### src/rtl/jtag_pkg.sv
// Shared TAP definitions: 1149.1 state encoding, instruction opcodes, DR selection
// and the TAP next-state function.
package jtag_pkg;

  typedef enum logic [3:0] {
    EXIT2_DR         = 4'h0,
    EXIT1_DR         = 4'h1,
    SHIFT_DR         = 4'h2,
    PAUSE_DR         = 4'h3,
    SELECT_IR_SCAN   = 4'h4,
    UPDATE_DR        = 4'h5,
    CAPTURE_DR       = 4'h6,
    SELECT_DR_SCAN   = 4'h7,
    EXIT2_IR         = 4'h8,
    EXIT1_IR         = 4'h9,
    SHIFT_IR         = 4'hA,
    PAUSE_IR         = 4'hB,
    RUN_TEST_IDLE    = 4'hC,
    UPDATE_IR        = 4'hD,
    CAPTURE_IR       = 4'hE,
    TEST_LOGIC_RESET = 4'hF
  } tap_state_e;

  typedef enum logic [1:0] {
    DR_BYPASS   = 2'd0,
    DR_IDCODE   = 2'd1,
    DR_USERCODE = 2'd2
  } dr_sel_e;

  localparam logic [9:0] OPC_IDCODE   = 10'h059;
  localparam logic [9:0] OPC_BYPASS   = 10'h3FF;
  localparam logic [9:0] OPC_USERCODE = 10'h05A;

  function automatic tap_state_e tap_next(input tap_state_e s, input logic tms);
    case (s)
      TEST_LOGIC_RESET: return tms ? TEST_LOGIC_RESET : RUN_TEST_IDLE;
      RUN_TEST_IDLE:    return tms ? SELECT_DR_SCAN   : RUN_TEST_IDLE;
      SELECT_DR_SCAN:   return tms ? SELECT_IR_SCAN   : CAPTURE_DR;
      CAPTURE_DR:       return tms ? EXIT1_DR         : SHIFT_DR;
      SHIFT_DR:         return tms ? EXIT1_DR         : SHIFT_DR;
      EXIT1_DR:         return tms ? UPDATE_DR        : PAUSE_DR;
      PAUSE_DR:         return tms ? EXIT2_DR         : PAUSE_DR;
      EXIT2_DR:         return tms ? UPDATE_DR        : SHIFT_DR;
      UPDATE_DR:        return tms ? SELECT_DR_SCAN   : RUN_TEST_IDLE;
      SELECT_IR_SCAN:   return tms ? TEST_LOGIC_RESET : CAPTURE_IR;
      CAPTURE_IR:       return tms ? EXIT1_IR         : SHIFT_IR;
      SHIFT_IR:         return tms ? EXIT1_IR         : SHIFT_IR;
      EXIT1_IR:         return tms ? UPDATE_IR        : PAUSE_IR;
      PAUSE_IR:         return tms ? EXIT2_IR         : PAUSE_IR;
      EXIT2_IR:         return tms ? UPDATE_IR        : SHIFT_IR;
      UPDATE_IR:        return tms ? SELECT_DR_SCAN   : RUN_TEST_IDLE;
      default:          return TEST_LOGIC_RESET;
    endcase
  endfunction

endpackage

### src/rtl/jtag_sync.sv
// Two-flop synchronizer for one JTAG pin plus rise/fall detection against a
// one-cycle-delayed copy of the synchronized value.
module jtag_sync (
  input  logic clk,
  input  logic rst,
  input  logic din,
  output logic dout,
  output logic rise,
  output logic fall
);

  logic [1:0] sync_q, sync_d;
  logic       dly_q, dly_d;

  always_comb begin
    sync_d = {sync_q[0], din};
    dly_d  = sync_q[1];
  end

  always_ff @(posedge clk) begin
    if (rst) begin
      sync_q <= '0;
      dly_q  <= 1'b0;
    end else begin
      sync_q <= sync_d;
      dly_q  <= dly_d;
    end
  end

  assign dout = sync_q[1];
  assign rise = sync_q[1] & ~dly_q;
  assign fall = ~sync_q[1] & dly_q;

endmodule

### src/rtl/jtag_tap.sv
// Oversampled IEEE 1149.1 TAP controller with IDCODE/BYPASS data registers.
// Define JTAG_USERCODE_EN to add the 32-bit USERCODE data register.
module jtag_tap
  import jtag_pkg::*;
#(
  parameter logic [31:0] IDCODE = 32'h0150203F,
  parameter int unsigned IR_LEN = 10
) (
  input  logic              CLK,
  input  logic              RST,
  input  logic              TCK,
  input  logic              TMS,
  input  logic              TDI,
  output logic              TDO,
  output logic              TDO_OE,
  input  logic [31:0]       USERCODE,
  output logic [3:0]        STATE,
  output logic [IR_LEN-1:0] IR
);

  localparam logic [IR_LEN-1:0] IR_IDCODE   = IR_LEN'(OPC_IDCODE);
  localparam logic [IR_LEN-1:0] IR_USERCODE = IR_LEN'(OPC_USERCODE);

  logic tck_s, tck_rise, tck_fall;
  logic tms_s, tms_rise, tms_fall;
  logic tdi_s, tdi_rise, tdi_fall;

  jtag_sync u_sync_tck (.clk(CLK), .rst(RST), .din(TCK), .dout(tck_s), .rise(tck_rise), .fall(tck_fall));
  jtag_sync u_sync_tms (.clk(CLK), .rst(RST), .din(TMS), .dout(tms_s), .rise(tms_rise), .fall(tms_fall));
  jtag_sync u_sync_tdi (.clk(CLK), .rst(RST), .din(TDI), .dout(tdi_s), .rise(tdi_rise), .fall(tdi_fall));

  tap_state_e        state_q, state_d;
  logic [IR_LEN-1:0] ir_q, ir_d;
  logic [IR_LEN-1:0] ir_sr_q, ir_sr_d;
  logic [31:0]       dr_sr_q, dr_sr_d;
  logic              tdo_q, tdo_d;
  logic              tdo_oe_q, tdo_oe_d;
  dr_sel_e           dr_sel;

`ifdef JTAG_USERCODE_EN
  logic unused_sync;
  assign unused_sync = ^{tck_s, tms_rise, tms_fall, tdi_rise, tdi_fall};
`else
  logic unused_sync;
  assign unused_sync = ^{tck_s, tms_rise, tms_fall, tdi_rise, tdi_fall, USERCODE};
`endif

  always_comb begin
    dr_sel = DR_BYPASS;
    if (ir_q == IR_IDCODE) dr_sel = DR_IDCODE;
`ifdef JTAG_USERCODE_EN
    if (ir_q == IR_USERCODE) dr_sel = DR_USERCODE;
`endif
  end

  always_comb begin
    state_d  = state_q;
    ir_d     = ir_q;
    ir_sr_d  = ir_sr_q;
    dr_sr_d  = dr_sr_q;
    tdo_d    = tdo_q;
    tdo_oe_d = tdo_oe_q;

    // Register actions belong to the state being left on this TCK rise.
    if (tck_rise) begin
      state_d = tap_next(state_q, tms_s);
      case (state_q)
        CAPTURE_IR: ir_sr_d = IR_LEN'(1);
        SHIFT_IR:   ir_sr_d = {tdi_s, ir_sr_q[IR_LEN-1:1]};
        CAPTURE_DR: begin
          dr_sr_d = '0;
          if (dr_sel == DR_IDCODE) dr_sr_d = IDCODE;
`ifdef JTAG_USERCODE_EN
          if (dr_sel == DR_USERCODE) dr_sr_d = USERCODE;
`endif
        end
        SHIFT_DR: begin
          if (dr_sel == DR_BYPASS) dr_sr_d = {31'b0, tdi_s};
          else                     dr_sr_d = {tdi_s, dr_sr_q[31:1]};
        end
        default: ;
      endcase
      if (state_d == UPDATE_IR && state_q != UPDATE_IR) ir_d = ir_sr_q;
      if (state_d == TEST_LOGIC_RESET) ir_d = IR_IDCODE;
    end

    if (tck_fall) begin
      tdo_oe_d = (state_q == SHIFT_IR) || (state_q == SHIFT_DR);
      tdo_d    = 1'b0;
      if (state_q == SHIFT_IR) tdo_d = ir_sr_q[0];
      if (state_q == SHIFT_DR) tdo_d = dr_sr_q[0];
    end
  end

  always_ff @(posedge CLK) begin
    if (RST) begin
      state_q  <= TEST_LOGIC_RESET;
      ir_q     <= IR_IDCODE;
      ir_sr_q  <= '0;
      dr_sr_q  <= '0;
      tdo_q    <= 1'b0;
      tdo_oe_q <= 1'b0;
    end else begin
      state_q  <= state_d;
      ir_q     <= ir_d;
      ir_sr_q  <= ir_sr_d;
      dr_sr_q  <= dr_sr_d;
      tdo_q    <= tdo_d;
      tdo_oe_q <= tdo_oe_d;
    end
  end

  assign STATE  = state_q;
  assign IR     = ir_q;
  assign TDO    = tdo_q;
  assign TDO_OE = tdo_oe_q;

endmodule

### config.mk
export PLATFORM = sky130hd
export DESIGN_NAME = jtag_tap
export DESIGN_NICKNAME = d
export VERILOG_FILES = /design/src/rtl/jtag_pkg.sv /design/src/rtl/jtag_sync.sv /design/src/rtl/jtag_tap.sv
export SDC_FILE = /design/constraint.sdc
export NUM_CORES = 1
export LEC_CHECK = 0
export CORE_UTILIZATION = 51
export DETAILED_ROUTE_END_ITERATION = 16
export GPL_TIMING_DRIVEN = 0
export PLACE_DENSITY = 0.79
export SLEW_MARGIN = 10
export SYNTH_ARGS = -nofsm -noshare
export SYNTH_HDL_FRONTEND = slang
export SYNTH_SLANG_ARGS = --single-unit
### constraint.sdc
create_clock -name CLK -period 1.7 [get_ports CLK]
set_input_delay 0.17 -clock CLK [delete_from_list [all_inputs] [get_ports CLK]]
set_output_delay 0.17 -clock CLK [all_outputs]
set_load 0.02 [all_outputs]
==> results.cfg <==
[final_layout]
fin_nets = 335
drive_above_1_share_pct = 17.16
insertedDiodeCount = 0
fillers = 384
area_delta_synth_final_pct = 19.14

[worst_setup_path]
reg2reg_depth = 8
worstSetupPathType = flip-flop to flip-flop
crit_required_ps = 1910
r2r_end = dr_sr_q[28]
rr_startpoint = STATE[0]
arrival_ps = 1840
end_kind = flip-flop
worstPathMaxFanout = 10
reg2reg_slack_ps = 70
cp-start-kind = flip-flop

[die]
fp.dieW_um = 73.97
die_height_um = 73.97
num_rows = 25
die_area_um2 = 5471
core_um2 = 4848
io_pins = 53
initial_utilization_pct = 54.48

[placed_design]
dpl.hpwl_um = 3681
gp_congestion = 0.8615
io_buffers = 19

[min_path]
min_from = RST
min_path_type = input port to flip-flop
min_path_cells = 3
min_to = dr_sr_q[6]

[sta]
slew_headroom_pct = 60.49
hold_slack_ps = 228.9
setup_viol = 0
post-route-period-util_pct = 95.84
fin_crit_ps = 1629
worstMarginPinSlew_ps = 590.5
slew_violations = 0
rsz0062_at_grt = true
max_freq_ghz = 0.6138
hold_violations = 0
fin_skew_ps = 6.138

[detailed_routing]
routed_wl_um = 5433
drt_pass1_iterations = 4
viasPerCell = 5.751
wl_per_cell_um = 14.68
drt_iter0_markers = 101
remaining_drc_errors = 0
drtAntennaViolNets = 0
num_vias = 2128

[global_route]
grt_pass1_wl_um = 8769
grt_antenna_before_repair = 0
grt_use_met1_pct = 27.58
first_global_vias = 1929
grt_max_degree = 11
grtUsageTotal_pct = 21.51
busiest_layer = met2
grt-ovfl-total = 0
met3_usage_pct = 6.640
met2_usage_pct = 32.93

[clock_network]
cts_buffers = 9
clockRootBuffer = clkbuf_8
cts_tree = built
clock_sink_count = 65
htreeDepth = 3
clk_pin_slew_ps = 60
clock_latency_ps = 340
cts_max_path_buffers = 2

[pwr]
p_int_mw = 2.326
pwr-share-comb_pct = 6.3
pwr-share-seq_pct = 51.5
switching_share_pct = 22.58
power_mw = 3.005
p_clk_share_pct = 42.3
irDropWorstVdd_v = 0.0006854
p_sw_mw = 0.6784
p_leak_nw = 1.113
power_density_nw_per_um2 = 954.8

[logic_synthesis]
syn_nets = 302
yosysUniqueCellTypes = 54
syn_area_per_cell_um2 = 9.967
synth_edf_count = 0
yosys_warnings = 0
ys_seq_elements = 65
synthCells = 265
synthesis.area_um2 = 2641
synthFlopType = dfxtp_1
ys_seq_area_share_pct = 49.27
ys_async_sr_fraction_pct = 0

[status]
outcome = completed

[job]
drv_cap = 0
layout make-up:
type / count / area (um2) / area share, %
plain buffers: 22 / 137.6 / 4.374
clock buffers: 13 / 148.9 / 4.732
clock inverters: 3 / 40.04 / 1.272
inverters: 4 / 15.01 / 0.4771
multi-input cells: 174 / 1205 / 38.29
flip-flops and latches: 65 / 1304 / 41.43
well taps: 67 / 83.83 / 2.664
repair buffers: 22 / 212.7 / 6.759
layer usage:
metal  part of all wire [%]  routed length (um)  up-vias
met4                    2.0                 109        0
met2                     47                2528       59
met5                      0                   0        -
li1                       -                   -     1038
met3                    4.8                 261       14
met1                     47                2533     1017
power by group through the flow:
stage	Clock [mW]	Sequential, mW	Combinational (mW)
floorplan	0	1.58	0.130
global placement	0	1.58	0.183
detailed placement	0	1.58	0.187
CTS	1.28	1.55	0.187
global route	1.35	1.55	0.202
finish	1.27	1.55	0.188
worst max-delay path, stage by stage (launching register included):
cell	delay, ps
dfxtp_1	330
buf_6	140
nand2b_4	130
buf_6	140
or3_1	300
buf_4	180
buf_6	150
nand2_1	70
a21oi_1	60
logic make-up (layout without fill, tap and decap cells):
kind of cell	count (synthesis)	count (layout)	synth area share, %
buf+inv	26	64	5.447
compound gates	70	70	19.19
simple gates	102	102	25.34
mux	2	2	0.7580
flops	65	65	49.27
worst max-delay path by stage:
stage | startpoint | to | slack [ps] | cells past startpoint
final | STATE[0] | dr_sr_q[28] | 70 | 8
after global placement | IR[7] | dr_sr_q[4] | 80 | 5
after global routing | STATE[0] | dr_sr_q[16] | -30 | 7
after detailed placement | IR[7] | dr_sr_q[13] | 40 | 5
after CTS | IR[7] | dr_sr_q[13] | 10 | 5
after floorplan | STATE[0] | dr_sr_q[21] | 100 | 8
cells in the final DEF, fill, tap and decap left out, types with 2 or more instances in the layout:
cell type	Yosys	layout
o22ai_1	3	3
buf_4	4	7
a22oi_1	9	9
nand3b_2	3	3
buf_6	3	4
nand2_1	18	18
buf_1	2	2
clkinv_2	0	2
o32a_1	3	3
dfxtp_2	0	2
clkdlybuf4s50_1	0	19
nand3_1	2	2
inv_1	3	3
or3_1	2	2
nand2b_1	8	8
nor4_1	2	2
buf_2	6	5
a22o_1	6	6
a21oi_1	23	23
o2bb2ai_1	9	9
nand4b_1	16	16
nor3_1	2	2
mux2i_1	2	2
nor4_4	2	3
dfxtp_1	65	63
nand4_1	2	2
clkbuf_1	6	9
nor2_1	23	23
nand4bb_1	2	2
nor2b_1	8	8
clkbuf_8	0	10
o21ai_0	5	5
timing repair:
item,CTS,global route
hold buffers,0,0
setup buffers,0,3
endpoints found under the setup margin,0,35
resized for setup,0,8
sequential cells by signal, summed over array words and instances, names as in the netlist, 2 cells and up:
| name | count |
|---|---|
| ir_sr_q | 10 |
| dr_sr_q | 32 |
| u_sync_tms.sync_q | 2 |
| u_sync_tck.sync_q | 2 |
| STATE | 4 |
| IR | 10 |
| u_sync_tdi.sync_q | 2 |
stage by stage:
stage | worst slack, ps | std cells | area [um2] | util (%) | setup TNS (ps)
after floorplan | 96.58 | 265 | 2641 | - | 0
after global placement | 81.50 | 351 | 2915 | 60.13 | 0
after CTS | 10.90 | 367 | 3104 | 64.03 | 0
after global routing | -32.40 | 370 | 3147 | 64.90 | -111.7
final | 70.72 | 370 | 3147 | 64.90 | 0
after detailed placement | 37.34 | 351 | 2915 | 60.13 | 0
synth_stat cells (2+ instances only):
| cell type | count | share of area, % |
|---|---|---|
| dfxtp_1 | 65 | 49 |
| a21oi_1 | 23 | 4.4 |
| nor2_1 | 23 | 3.3 |
| nand2_1 | 18 | 2.6 |
| nand4b_1 | 16 | 5.3 |
| a22oi_1 | 9 | 2.6 |
| o2bb2ai_1 | 9 | 3.0 |
| nand2b_1 | 8 | 1.9 |
| nor2b_1 | 8 | 1.9 |
| a22o_1 | 6 | 2.0 |
| buf_2 | 6 | 1.1 |
| clkbuf_1 | 6 | 0.85 |
| o21ai_0 | 5 | 0.95 |
| buf_4 | 4 | 1.1 |
| buf_6 | 3 | 1.3 |
| inv_1 | 3 | 0.43 |
| nand3b_2 | 3 | 1.3 |
| o22ai_1 | 3 | 0.71 |
| o32a_1 | 3 | 1.1 |
| buf_1 | 2 | 0.28 |
| mux2i_1 | 2 | 0.76 |
| nand3_1 | 2 | 0.38 |
| nand4_1 | 2 | 0.47 |
| nand4bb_1 | 2 | 0.85 |
| nor3_1 | 2 | 0.38 |
| nor4_1 | 2 | 0.47 |
| nor4_4 | 2 | 1.6 |
| or3_1 | 2 | 0.47 |
(Power assumes the default switching activity.)
